<file path="config.mk">
export PLATFORM = sky130hd
export DESIGN_NAME = temp_fan_regulator_flat
export DESIGN_NICKNAME = d
export VERILOG_FILES = /design/src/rtl/temp_fan_regulator_if.sv /design/src/rtl/temp_fan_regulator.sv /design/src/flat_wrapper.sv
export SDC_FILE = /design/constraint.sdc
export NUM_CORES = 1
export LEC_CHECK = 0
export CORE_ASPECT_RATIO = 2
export CORE_MARGIN = 2
export CORE_UTILIZATION = 47
export DETAILED_ROUTE_END_ITERATION = 7
export PLACE_DENSITY = 0.68
export SKIP_CTS_REPAIR_TIMING = 1
export SYNTH_ARGS = -nofsm -noshare
export SYNTH_HDL_FRONTEND = slang
export SYNTH_SLANG_ARGS = --single-unit
</file>
<file path="constraint.sdc">
create_clock -name clk -period 1.8 [get_ports clk]
set_input_delay 0.18 -clock clk [delete_from_list [all_inputs] [get_ports clk]]
set_output_delay 0.18 -clock clk [all_outputs]
set_load 0.01 [all_outputs]
</file>
<file path="src/rtl/temp_fan_regulator_if.sv">
// temp_fan_regulator_if
//   Bundles the sensor-side inputs and the regulator outputs of
//   temp_fan_regulator.
//   slave  : regulator side. temp_in/hum_in come in; the drive and status
//            signals go out.
//   master : sensor / top-level side, with the opposite directions.
//   Signals:
//     temp_in      [7:0] integer temperature from the DHT11 wrapper, degC
//     hum_in       [7:0] integer humidity from the DHT11 wrapper, %RH
//     pwm_out            fan/pump PWM drive
//     fan_level    [1:0] 0=OFF, 1=LOW, 2=HIGH, 3=FAULT
//     fault              high while in FAULT
//     temp_latched [7:0] last valid sampled temperature
//     sample_tick        one-cycle pulse at each sample instant
interface temp_fan_regulator_if;
  logic [7:0] temp_in;
  logic [7:0] hum_in;
  logic       pwm_out;
  logic [1:0] fan_level;
  logic       fault;
  logic [7:0] temp_latched;
  logic       sample_tick;

  modport master (
    output temp_in, hum_in,
    input  pwm_out, fan_level, fault, temp_latched, sample_tick
  );

  modport slave (
    input  temp_in, hum_in,
    output pwm_out, fan_level, fault, temp_latched, sample_tick
  );
endinterface

</file>
<file path="src/rtl/temp_fan_regulator.sv">
// temp_fan_regulator
//   Samples the DHT11 wrapper's temperature and humidity bytes on a fixed
//   period and rejects implausible readings. A hysteresis state machine
//   (OFF/LOW/HIGH/FAULT) picks the fan drive level, and a PWM generator
//   turns that level into pwm_out. A new duty is only adopted at PWM period
//   boundaries.
//   Ports:
//     clk    system clock
//     rst_n  asynchronous active-low reset
//     bus    temp_fan_regulator_if.slave (temp_in, hum_in in; pwm_out,
//            fan_level, fault, temp_latched, sample_tick out)
module temp_fan_regulator #(
  parameter int unsigned SAMPLE_CYCLES = 50000000,
  parameter int unsigned T_LOW_ON      = 26,
  parameter int unsigned T_HIGH_ON     = 30,
  parameter int unsigned HYST          = 2,
  parameter int unsigned DUTY_LOW      = 128,
  parameter int unsigned PWM_DIV       = 196,
  parameter int unsigned FAULT_LIMIT   = 3,
  parameter int unsigned TEMP_MAX      = 50
) (
  input logic            clk,
  input logic            rst_n,
  temp_fan_regulator_if.slave bus
);

  localparam int SW = (SAMPLE_CYCLES > 1) ? $clog2(SAMPLE_CYCLES) : 1;
  localparam int PW = (PWM_DIV > 1) ? $clog2(PWM_DIV) : 1;
  localparam int FW = $clog2(FAULT_LIMIT + 1);

  localparam logic [SW-1:0] SAMPLE_LAST  = SW'(SAMPLE_CYCLES - 1);
  localparam logic [PW-1:0] PRESC_LAST   = PW'(PWM_DIV - 1);
  localparam logic [FW-1:0] FAULT_LIM_B  = FW'(FAULT_LIMIT);
  localparam logic [7:0]    T_LOW_ON_B   = 8'(T_LOW_ON);
  localparam logic [7:0]    T_HIGH_ON_B  = 8'(T_HIGH_ON);
  localparam logic [7:0]    T_LOW_OFF_B  = 8'(T_LOW_ON - HYST);
  localparam logic [7:0]    T_HIGH_OFF_B = 8'(T_HIGH_ON - HYST);
  localparam logic [7:0]    DUTY_LOW_B   = 8'(DUTY_LOW);
  localparam logic [7:0]    TEMP_MAX_B   = 8'(TEMP_MAX);

  // The OFF thresholds are built by subtraction and must stay non-negative.
  if ((HYST > T_LOW_ON) || (HYST > T_HIGH_ON) || (T_HIGH_ON > 255) ||
      (SAMPLE_CYCLES < 1) || (PWM_DIV < 1) || (FAULT_LIMIT < 1)) begin : g_param_check
    $error("temp_fan_regulator: illegal parameter combination");
  end

  typedef enum logic [1:0] {
    ST_OFF   = 2'd0,
    ST_LOW   = 2'd1,
    ST_HIGH  = 2'd2,
    ST_FAULT = 2'd3
  } state_t;

  // Hysteresis rules for a valid temperature; FAULT recovers through the OFF rules.
  function automatic state_t rule_next(input state_t cur, input logic [7:0] t);
    state_t nxt;
    nxt = cur;
    case (cur)
      ST_LOW: begin
        if (t >= T_HIGH_ON_B)      nxt = ST_HIGH;
        else if (t <= T_LOW_OFF_B) nxt = ST_OFF;
        else                       nxt = ST_LOW;
      end
      ST_HIGH: begin
        if (t <= T_LOW_OFF_B)       nxt = ST_OFF;
        else if (t <= T_HIGH_OFF_B) nxt = ST_LOW;
        else                        nxt = ST_HIGH;
      end
      ST_OFF, ST_FAULT: begin
        if (t >= T_HIGH_ON_B)     nxt = ST_HIGH;
        else if (t >= T_LOW_ON_B) nxt = ST_LOW;
        else                      nxt = ST_OFF;
      end
      default: nxt = ST_FAULT;
    endcase
    return nxt;
  endfunction

  logic [SW-1:0] sample_cnt_r;
  logic          sample_tick_r;
  logic [FW-1:0] inv_cnt_r;
  state_t        state_r;
  logic          fault_r;
  logic [7:0]    temp_latched_r;
  logic [PW-1:0] presc_r;
  logic [7:0]    pwm_cnt_r;
  logic [7:0]    duty_active_r;
  logic          pwm_out_r;

  logic          tick_s;
  logic          valid_s;
  logic [FW-1:0] inv_inc_s;
  state_t        valid_next_s;
  logic          presc_wrap_s;
  logic [7:0]    target_duty_s;

  // Sample decision, plausibility check and saturating invalid count.
  always_comb begin
    tick_s       = (sample_cnt_r == SAMPLE_LAST);
    valid_s      = !((bus.temp_in > TEMP_MAX_B) || (bus.hum_in > 8'd100) ||
                     ((bus.temp_in == 8'd0) && (bus.hum_in == 8'd0)));
    valid_next_s = rule_next(state_r, bus.temp_in);
    if (inv_cnt_r == FAULT_LIM_B) begin
      inv_inc_s = inv_cnt_r;
    end else begin
      inv_inc_s = inv_cnt_r + FW'(1);
    end
  end

  // Target duty per level; FAULT drives fully as the fail-safe.
  always_comb begin
    presc_wrap_s = (presc_r == PRESC_LAST);
    case (state_r)
      ST_OFF:   target_duty_s = 8'd0;
      ST_LOW:   target_duty_s = DUTY_LOW_B;
      ST_HIGH:  target_duty_s = 8'd255;
      ST_FAULT: target_duty_s = 8'd255;
      default:  target_duty_s = 8'd255;
    endcase
  end

  // Sample timer: sample_tick_r marks the cycle after the counter's last value.
  always_ff @(posedge clk or negedge rst_n) begin
    if (!rst_n) begin
      sample_cnt_r  <= '0;
      sample_tick_r <= 1'b0;
    end else begin
      sample_tick_r <= tick_s;
      sample_cnt_r  <= tick_s ? '0 : sample_cnt_r + SW'(1);
    end
  end

  // Regulation FSM; an invalid sample holds everything unless it completes the fault run.
  always_ff @(posedge clk or negedge rst_n) begin
    if (!rst_n) begin
      state_r        <= ST_OFF;
      fault_r        <= 1'b0;
      inv_cnt_r      <= '0;
      temp_latched_r <= 8'd0;
    end else if (tick_s) begin
      if (valid_s) begin
        inv_cnt_r      <= '0;
        temp_latched_r <= bus.temp_in;
        state_r        <= valid_next_s;
        fault_r        <= 1'b0;
      end else begin
        inv_cnt_r <= inv_inc_s;
        if (inv_inc_s == FAULT_LIM_B) begin
          state_r <= ST_FAULT;
          fault_r <= 1'b1;
        end
      end
    end
  end

  // PWM: duty is reloaded only when a period ends, so periods are never cut short.
  always_ff @(posedge clk or negedge rst_n) begin
    if (!rst_n) begin
      presc_r       <= '0;
      pwm_cnt_r     <= 8'd0;
      duty_active_r <= 8'd0;
      pwm_out_r     <= 1'b0;
    end else begin
      pwm_out_r <= (duty_active_r == 8'd255) || (pwm_cnt_r < duty_active_r);
      if (presc_wrap_s) begin
        presc_r   <= '0;
        pwm_cnt_r <= pwm_cnt_r + 8'd1;
        if (pwm_cnt_r == 8'd255) begin
          duty_active_r <= target_duty_s;
        end
      end else begin
        presc_r <= presc_r + PW'(1);
      end
    end
  end

  assign bus.pwm_out      = pwm_out_r;
  assign bus.fan_level    = state_r;
  assign bus.fault        = fault_r;
  assign bus.temp_latched = temp_latched_r;
  assign bus.sample_tick  = sample_tick_r;

endmodule

</file>
<file path="src/flat_wrapper.sv">
// flat-port wrapper written by rule: the top's interface ports become plain ports
module temp_fan_regulator_flat 
#(
  parameter int unsigned SAMPLE_CYCLES = 50000000,
  parameter int unsigned T_LOW_ON      = 26,
  parameter int unsigned T_HIGH_ON     = 30,
  parameter int unsigned HYST          = 2,
  parameter int unsigned DUTY_LOW      = 128,
  parameter int unsigned PWM_DIV       = 196,
  parameter int unsigned FAULT_LIMIT   = 3,
  parameter int unsigned TEMP_MAX      = 50
)
  (clk, rst_n, bus_temp_in, bus_hum_in, bus_pwm_out, bus_fan_level, bus_fault, bus_temp_latched, bus_sample_tick);
  temp_fan_regulator_if bus_i ();
  input logic clk;
  input logic rst_n;
  input wire logic [$bits(bus_i.temp_in)-1:0] bus_temp_in;
  input wire logic [$bits(bus_i.hum_in)-1:0] bus_hum_in;
  output wire logic [$bits(bus_i.pwm_out)-1:0] bus_pwm_out;
  output wire logic [$bits(bus_i.fan_level)-1:0] bus_fan_level;
  output wire logic [$bits(bus_i.fault)-1:0] bus_fault;
  output wire logic [$bits(bus_i.temp_latched)-1:0] bus_temp_latched;
  output wire logic [$bits(bus_i.sample_tick)-1:0] bus_sample_tick;
  assign bus_i.temp_in = bus_temp_in;
  assign bus_i.hum_in = bus_hum_in;
  assign bus_pwm_out = bus_i.pwm_out;
  assign bus_fan_level = bus_i.fan_level;
  assign bus_fault = bus_i.fault;
  assign bus_temp_latched = bus_i.temp_latched;
  assign bus_sample_tick = bus_i.sample_tick;
  temp_fan_regulator #(.SAMPLE_CYCLES(SAMPLE_CYCLES), .T_LOW_ON(T_LOW_ON), .T_HIGH_ON(T_HIGH_ON), .HYST(HYST), .DUTY_LOW(DUTY_LOW), .PWM_DIV(PWM_DIV), .FAULT_LIMIT(FAULT_LIMIT), .TEMP_MAX(TEMP_MAX)) u_core (.clk(clk), .rst_n(rst_n), .bus(bus_i));
endmodule
</file>
==> results.yml <==
run_status:
  outcome: "finished, violations left"
  violations: "setup timing"
finish:
  fill_cells: 533
  fin_area_sq_um: 4070
  syn2layout_area_growth_pct: 33.8
  nNetsFinal: 387
  multi_input_area_sq_um: 1520
  stdcell_count: 446
  seq_area_sq_um: 1480
  drive_gt1_share_pct: 23.6
  utilization_pct: 65.0
  diodes: 0
synth:
  netlist_area_sq_um: 3040
  synthFlopType: "dfrtp_1"
  synth_seq_area_share_pct: 48.6
  synth_top_family_by_area: "simple AND/OR/NAND/NOR gates"
  synth-edff-count: 0
  synth_cell_types: 45
  synth-simple-area-share_pct: 23.1
  synth_compound_area_share_pct: 5.93
  avgSynthCellArea_sq_um: 11.0
  syn_nets: 309
  async_reset_ff_share_pct: 100
  synthMuxAreaShare_pct: 4.36
  synthCells: 277
  synth-adder-area-share_pct: 5.76
  synth-seq-cells: 59
  synth_warnings: 0
  synth_xor_area_share_pct: 9.79
grt:
  grt_overflow_total: 0
  grt.total_usage_pct: 20.9
  grt_max_degree: 41
  grt_pass1_vias: 2503
  grt_pass1_wl_um: 11300
  antenna_found_initial: 0
placed_design:
  dp_cells: 425
  post_dp_cell_area_sq_um: 3700
  io_buffer_count: 30
  hpwl_um: 4770
  routabilityCongestion: 0.813
route:
  wl_um: 6570
  firstDrtPassIters: 4
  wl_per_cell_um: 14.7
  drc: 0
  final_antenna_net_count: 0
  avgViaCountPerCell: 5.30
  vias: 2362
  first_iter_violations: 105
sta:
  layout_min_cycle_time_ps: 1850
  max-slew-margin-rel_pct: 68.5
  setup_ws_ps: -52.2
  finClkSkew_ps: 7.57
  setup_viol: 6
  slew_violations: 0
  rsz0062_at_grt: "true"
  fin_crit_sh_pct: 103
  hold_viol: 0
  max_freq_mhz: 540
  worst_pin_slew_ps: 473
clocking:
  clockBufferDepth: 2
  cts_buffers: 9
  clk_latency_ps: 330
  clk_pin_slew_ps: 50
  cts_tree: "yes"
  cts.sinks: 59
  cts-root-buf: "clkbuf_16"
  htreeDepth: 3
power_and_ir_drop:
  finalPower_mw: 3.21
  power-per-cell-area_nw_per_um2: 789
  power_leakage_nw: 1.89
  peakVddDrop_v: 0.000628
die:
  dieArea_sq_um: 7170
  die_h_um: 118
  pin_count: 31
  core_area_sq_um: 6260
  initial_utilization_pct: 48.6
  dieWidth_um: 60.9
  rows: 41
critical_path:
  path_cells: "or4_4 -> nor4_4 -> nand2_2 -> mux2_4"
  cpPeakStageDelay_ps: 570
  end_kind: "flop"
  path_class: "flop to flop"
  crit_slowest_cell: "or4_4"
  start_kind: "flop"
  critPathArrivalTime_ps: 2070
  cp_max_fo: 5
  crit_required_ps: 2020
run:
  cap_violations: 0
min_path:
  hp-class: "input pin to asynchronous set/reset pin"
==> cells by family (layout without fill, tap and decap cells) <==
logic type,Yosys count,in the layout
AO/OA/AOI/OAI,29,29
XOR/XNOR,34,34
adder cells (fa/ha/maj),14,14
AND/OR/NAND/NOR,116,117
multiplexers,10,10
buffers and inverters,15,97
flip-flops,59,59
==> final cells by class <==
cell class	instances	share of cell area (%)
clock buffers	10	5.63
clock inverters	6	1.97
repair buffers	72	15.4
flip-flops and latches	59	36.3
multi-input cells	204	37.2
well taps	86	2.64
inverters	9	0.830
==> stage by stage <==
step	hold slack [ps]	worst slack (ps)	setup TNS [ps]
detailed placement	160	-193	-1570
finish	338	-52.2	-252
global placement	160	-175	-1440
CTS	-190	-35.8	-226
global route	375	-105	-693
floorplan	-116	79.2	0
==> sequential cells by signal, indices dropped and copies added (netlist names) <==
signal / cells
u_core.bus.sample_tick: 1
u_core.bus.fault: 1
u_core.bus.temp_latched: 8
u_core.bus.fan_level: 2
u_core.pwm_cnt_r: 8
u_core.duty_active_r: 2
u_core.inv_cnt_r: 2
u_core.presc_r: 8
u_core.bus.pwm_out: 1
u_core.sample_cnt_r: 26
==> cell usage in the layout (no fill, tap or decap), types with 4 or more instances in the layout <==
cell	instances
inv_1	8
clkinv_2	4
clkbuf_16	9
nor2_1	22
nand4_1	15
xor2_1	13
and4_1	4
and3_1	4
clkdlybuf4s50_1	29
buf_4	40
ha_1	13
nor4b_1	5
dfrtp_1	58
nor3_1	8
nand2_1	17
o21ai_0	7
nand3_1	14
mux2_4	6
a21oi_1	11
xnor2_1	21
==> layer usage <==
| metal | global-route usage [%] | wire (um) | vias up | share of wire [%] |
|---|---|---|---|---|
| li1 | - | - | 1152 | - |
| met5 | 0 | 0 | - | 0 |
| met1 | 23.5 | 2560 | 1160 | 39 |
| met3 | 5.49 | 201 | 13 | 3.1 |
| met2 | 35.4 | 3630 | 37 | 55 |
| met4 | 8.97 | 175 | 0 | 2.7 |
==> synthesized netlist by cell type, types with 2 or more instances <==
master	instances	area (sq um)
nor4_4	2	42.5
a21oi_1	11	55.1
mux2_2	2	22.5
and2_1	2	12.5
ha_1	14	175
nor4_1	2	12.5
and4_1	4	35.0
dfrtp_1	59	1480
nor2b_1	2	12.5
inv_1	9	33.8
xnor2_1	21	184
buf_6	2	22.5
clkbuf_1	2	7.51
o21a_1	2	15.0
or3_1	2	12.5
o22a_1	2	17.5
o21ai_0	7	35.0
mux2_4	6	90.1
nor2_1	22	82.6
xor2_1	13	114
nor3_1	9	45.0
nand3_1	15	75.1
and3_1	5	31.3
mux2i_1	2	20.0
nand3b_1	2	15.0
nor4b_1	5	43.8
or4_4	2	22.5
nand2_1	18	67.6
nand2b_1	2	12.5
nand4_1	15	93.8
and4_2	2	20.0
==> where the power goes <==
group / switching (mW) / internal, mW / total, mW
registers: 0 / 1.33 / 1.33
clock network: 0.574 / 1.20 / 1.77
logic: 0.0525 / 0.0550 / 0.108
==> path summary, 6_finish.rpt <==
| kind | from | to | slack, ps | depth (start not counted) |
|---|---|---|---|---|
| worst min-delay path | rst_n | u_core.duty_active_r[6]$_DFFE_PN0P_ | 340 | 2 |
| max in group asynchronous | rst_n | u_core.sample_cnt_r[18]$_DFF_PN0_ | 870 | 3 |
| min in group clk | u_core.bus.temp_latched[6]$_DFFE_PN0P_ | u_core.bus.temp_latched[6]$_DFFE_PN0P_ | 480 | 1 |
| worst min register to register | u_core.bus.temp_latched[6]$_DFFE_PN0P_ | u_core.bus.temp_latched[6]$_DFFE_PN0P_ | 480 | 1 |
| worst max register to register | u_core.sample_cnt_r[7]$_DFF_PN0_ | u_core.bus.temp_latched[0]$_DFFE_PN0P_ | -50 | 4 |
| worst max-delay path | u_core.sample_cnt_r[7]$_DFF_PN0_ | u_core.bus.temp_latched[0]$_DFFE_PN0P_ | -50 | 4 |
==> critical path: cells and delay by family, from the launching register on <==
family           cells  cell delay, ps
muxes                1             320
DFF                  1             400
and+or+nand+nor      3            1020
Note: power is estimated with default switching activity, not from simulation.
==> RTL edit, RTL diff (config.mk and constraints unchanged) <==
`FAULT_LIMIT` is set to 3 in 2 places; all go to 5.
--- a/src/rtl/temp_fan_regulator.sv
+++ b/src/rtl/temp_fan_regulator.sv
@@ -16,7 +16,7 @@
   parameter int unsigned HYST          = 2,
   parameter int unsigned DUTY_LOW      = 128,
   parameter int unsigned PWM_DIV       = 196,
-  parameter int unsigned FAULT_LIMIT   = 3,
+  parameter int unsigned FAULT_LIMIT   = 5,
   parameter int unsigned TEMP_MAX      = 50
 ) (
   input logic            clk,
--- a/src/flat_wrapper.sv
+++ b/src/flat_wrapper.sv
@@ -7,7 +7,7 @@
   parameter int unsigned HYST          = 2,
   parameter int unsigned DUTY_LOW      = 128,
   parameter int unsigned PWM_DIV       = 196,
-  parameter int unsigned FAULT_LIMIT   = 3,
+  parameter int unsigned FAULT_LIMIT   = 5,
   parameter int unsigned TEMP_MAX      = 50
 )
   (clk, rst_n, bus_temp_in, bus_hum_in, bus_pwm_out, bus_fan_level, bus_fault, bus_temp_latched, bus_sample_tick);
Formal check against the unedited RTL: same outputs for any inputs over 10 cycles, from zero or initial values and one cycle with rst_n low; that may be too few to reach the edited logic, so the function may still have changed.
==> RTL edit against the original RTL <==
The flow still finishes with violations (setup timing). First-iteration DRC count down 4.8%. Routed wire length decreased by 7.0%. Sequential share of layout area shrank 0.16 points. Critical path depth grew 1. Combinational power increased by 8%. Synthesized area decreased by 1.7%. Cell area increased by 2.1%. Clock skew decreased by 0.0045 ns. Sequential cell count increased by 1. Worst setup slack got worse by 0.17 ns. Non-clock buffer count rose by 7. Global-route usage shrank 1.1 points. Power fell by 6.6%.
==> RTL edit: results (changes against the original RTL) <==
grt_pass1_wl_um: 10400  # -7.8%
largest_reg_flops: 26  # unchanged
portBuffers: 30  # unchanged
nets: 400  # +3.4%
synth_commonest_cells: "dfrtp_1 (60), nor2_1 (34), xor2_1 (23)"
n_fill_cell: 478  # -10%
ir_worst_vdd_mv: 0.507  # -19%
outcome: "finished, violations left"
grt_max_degree: 52  # +27%
finalSetupTns_ns: -2.31  # -2.06 ns
setup_ws_ns: -0.226  # -0.174 ns
arrival_ns: 2.23  # +0.16 ns
drive_gt1_frac: 0.262  # +0.0261
synth.distinct_cells: 42  # -6.7%
place_area_sq_um: 3710  # +0.30%
wl_per_cell_um: 13.4  # -9.1%
globalplace.congestion: 0.795  # -2.3%
violations: "setup timing"
vias: 2357  # -0.21%
synthTopCellsByArea: "dfrtp_1 (50%), xor2_1 (6.7%), ha_1 (6.7%)"
finClkSkew_ns: 0.00310  # -0.00447 ns
post-dp-hpwl_um: 4310  # -9.5%
first_global_vias: 2344  # -6.4%
yosysSeqAreaShare: 0.503  # +0.0169
drt_iter0_drc: 100  # -4.8%
place_ws_ns: -0.509  # -0.316 ns
p_per_area_nw_per_um2: 722  # -8.5%
syn_nets: 315  # +1.9%
worst-path-max-fanout: 8  # +3
grt.total_usage: 0.198  # -0.0111
finalSetupViolations: 12  # +6
slew_headroom: 0.768  # +0.0837
antenna_found_initial: 0  # unchanged
p_leak_nw: 1.93  # +2.2%
## RTL edit: final timing paths
kind	startpoint	to	cells past startpoint
worst min register to register	u_core.presc_r[0]	u_core.presc_r[0]	1
worst max register to register	u_core.sample_cnt_r[24]	u_core.bus.temp_latched[2]	5
worst min-delay path	rst_n	u_core.duty_active_r[7]	2
max in group asynchronous	rst_n	u_core.sample_cnt_r[10]	3
worst max-delay path	u_core.sample_cnt_r[24]	u_core.bus.temp_latched[2]	5
min in group clk	u_core.presc_r[0]	u_core.presc_r[0]	1
## RTL edit: cell type report
class,count,share of cell area
multi-input combinational,207,0.371
sequential,60,0.362
timing repair buffer,79,0.169
clock buffer,13,0.0627
tap,86,0.0259
inverter,9,0.00813
clock inverter,2,0.00241
## RTL edit: critical path, stage by stage (launching register included)
cell and delay (ns):
dfrtp_1 0.40, nor4b_4 0.27, nand4b_1 0.16, or4_4 0.44, or2_4 0.33, mux2_4 0.31
## RTL edit: stage by stage
step	hold slack, ns	cells
floorplan	-0.116	281
global placement	0.0636	436
detailed placement	0.0622	436
CTS	-0.279	451
global route	0.288	456
finish	0.279	456
## RTL edit: kinds of logic after synthesis
logic type,count (synthesis),share of synthesized area
AO/OA/AOI/OAI,23,0.0532
buffers and inverters,14,0.0214
flip-flops,60,0.503
multiplexers,10,0.0415
AND/OR/NAND/NOR,121,0.206
XOR/XNOR,37,0.108
adder cells (fa/ha/maj),16,0.0670
## RTL edit: power by group
| group | internal [mW] | switching, mW |
|---|---|---|
| clock network | 0.991 | 0.534 |
| registers | 1.36 | 0.00188 |
| logic | 0.0632 | 0.0543 |
## RTL edit: routing by layer
layer,vias to the layer above,track usage,part of all wire
met5,-,0,0
met4,0,0.0844,0.019
met3,9,0.0543,0.043
met2,46,0.329,0.53
met1,1142,0.233,0.41
li1,1160,-,-
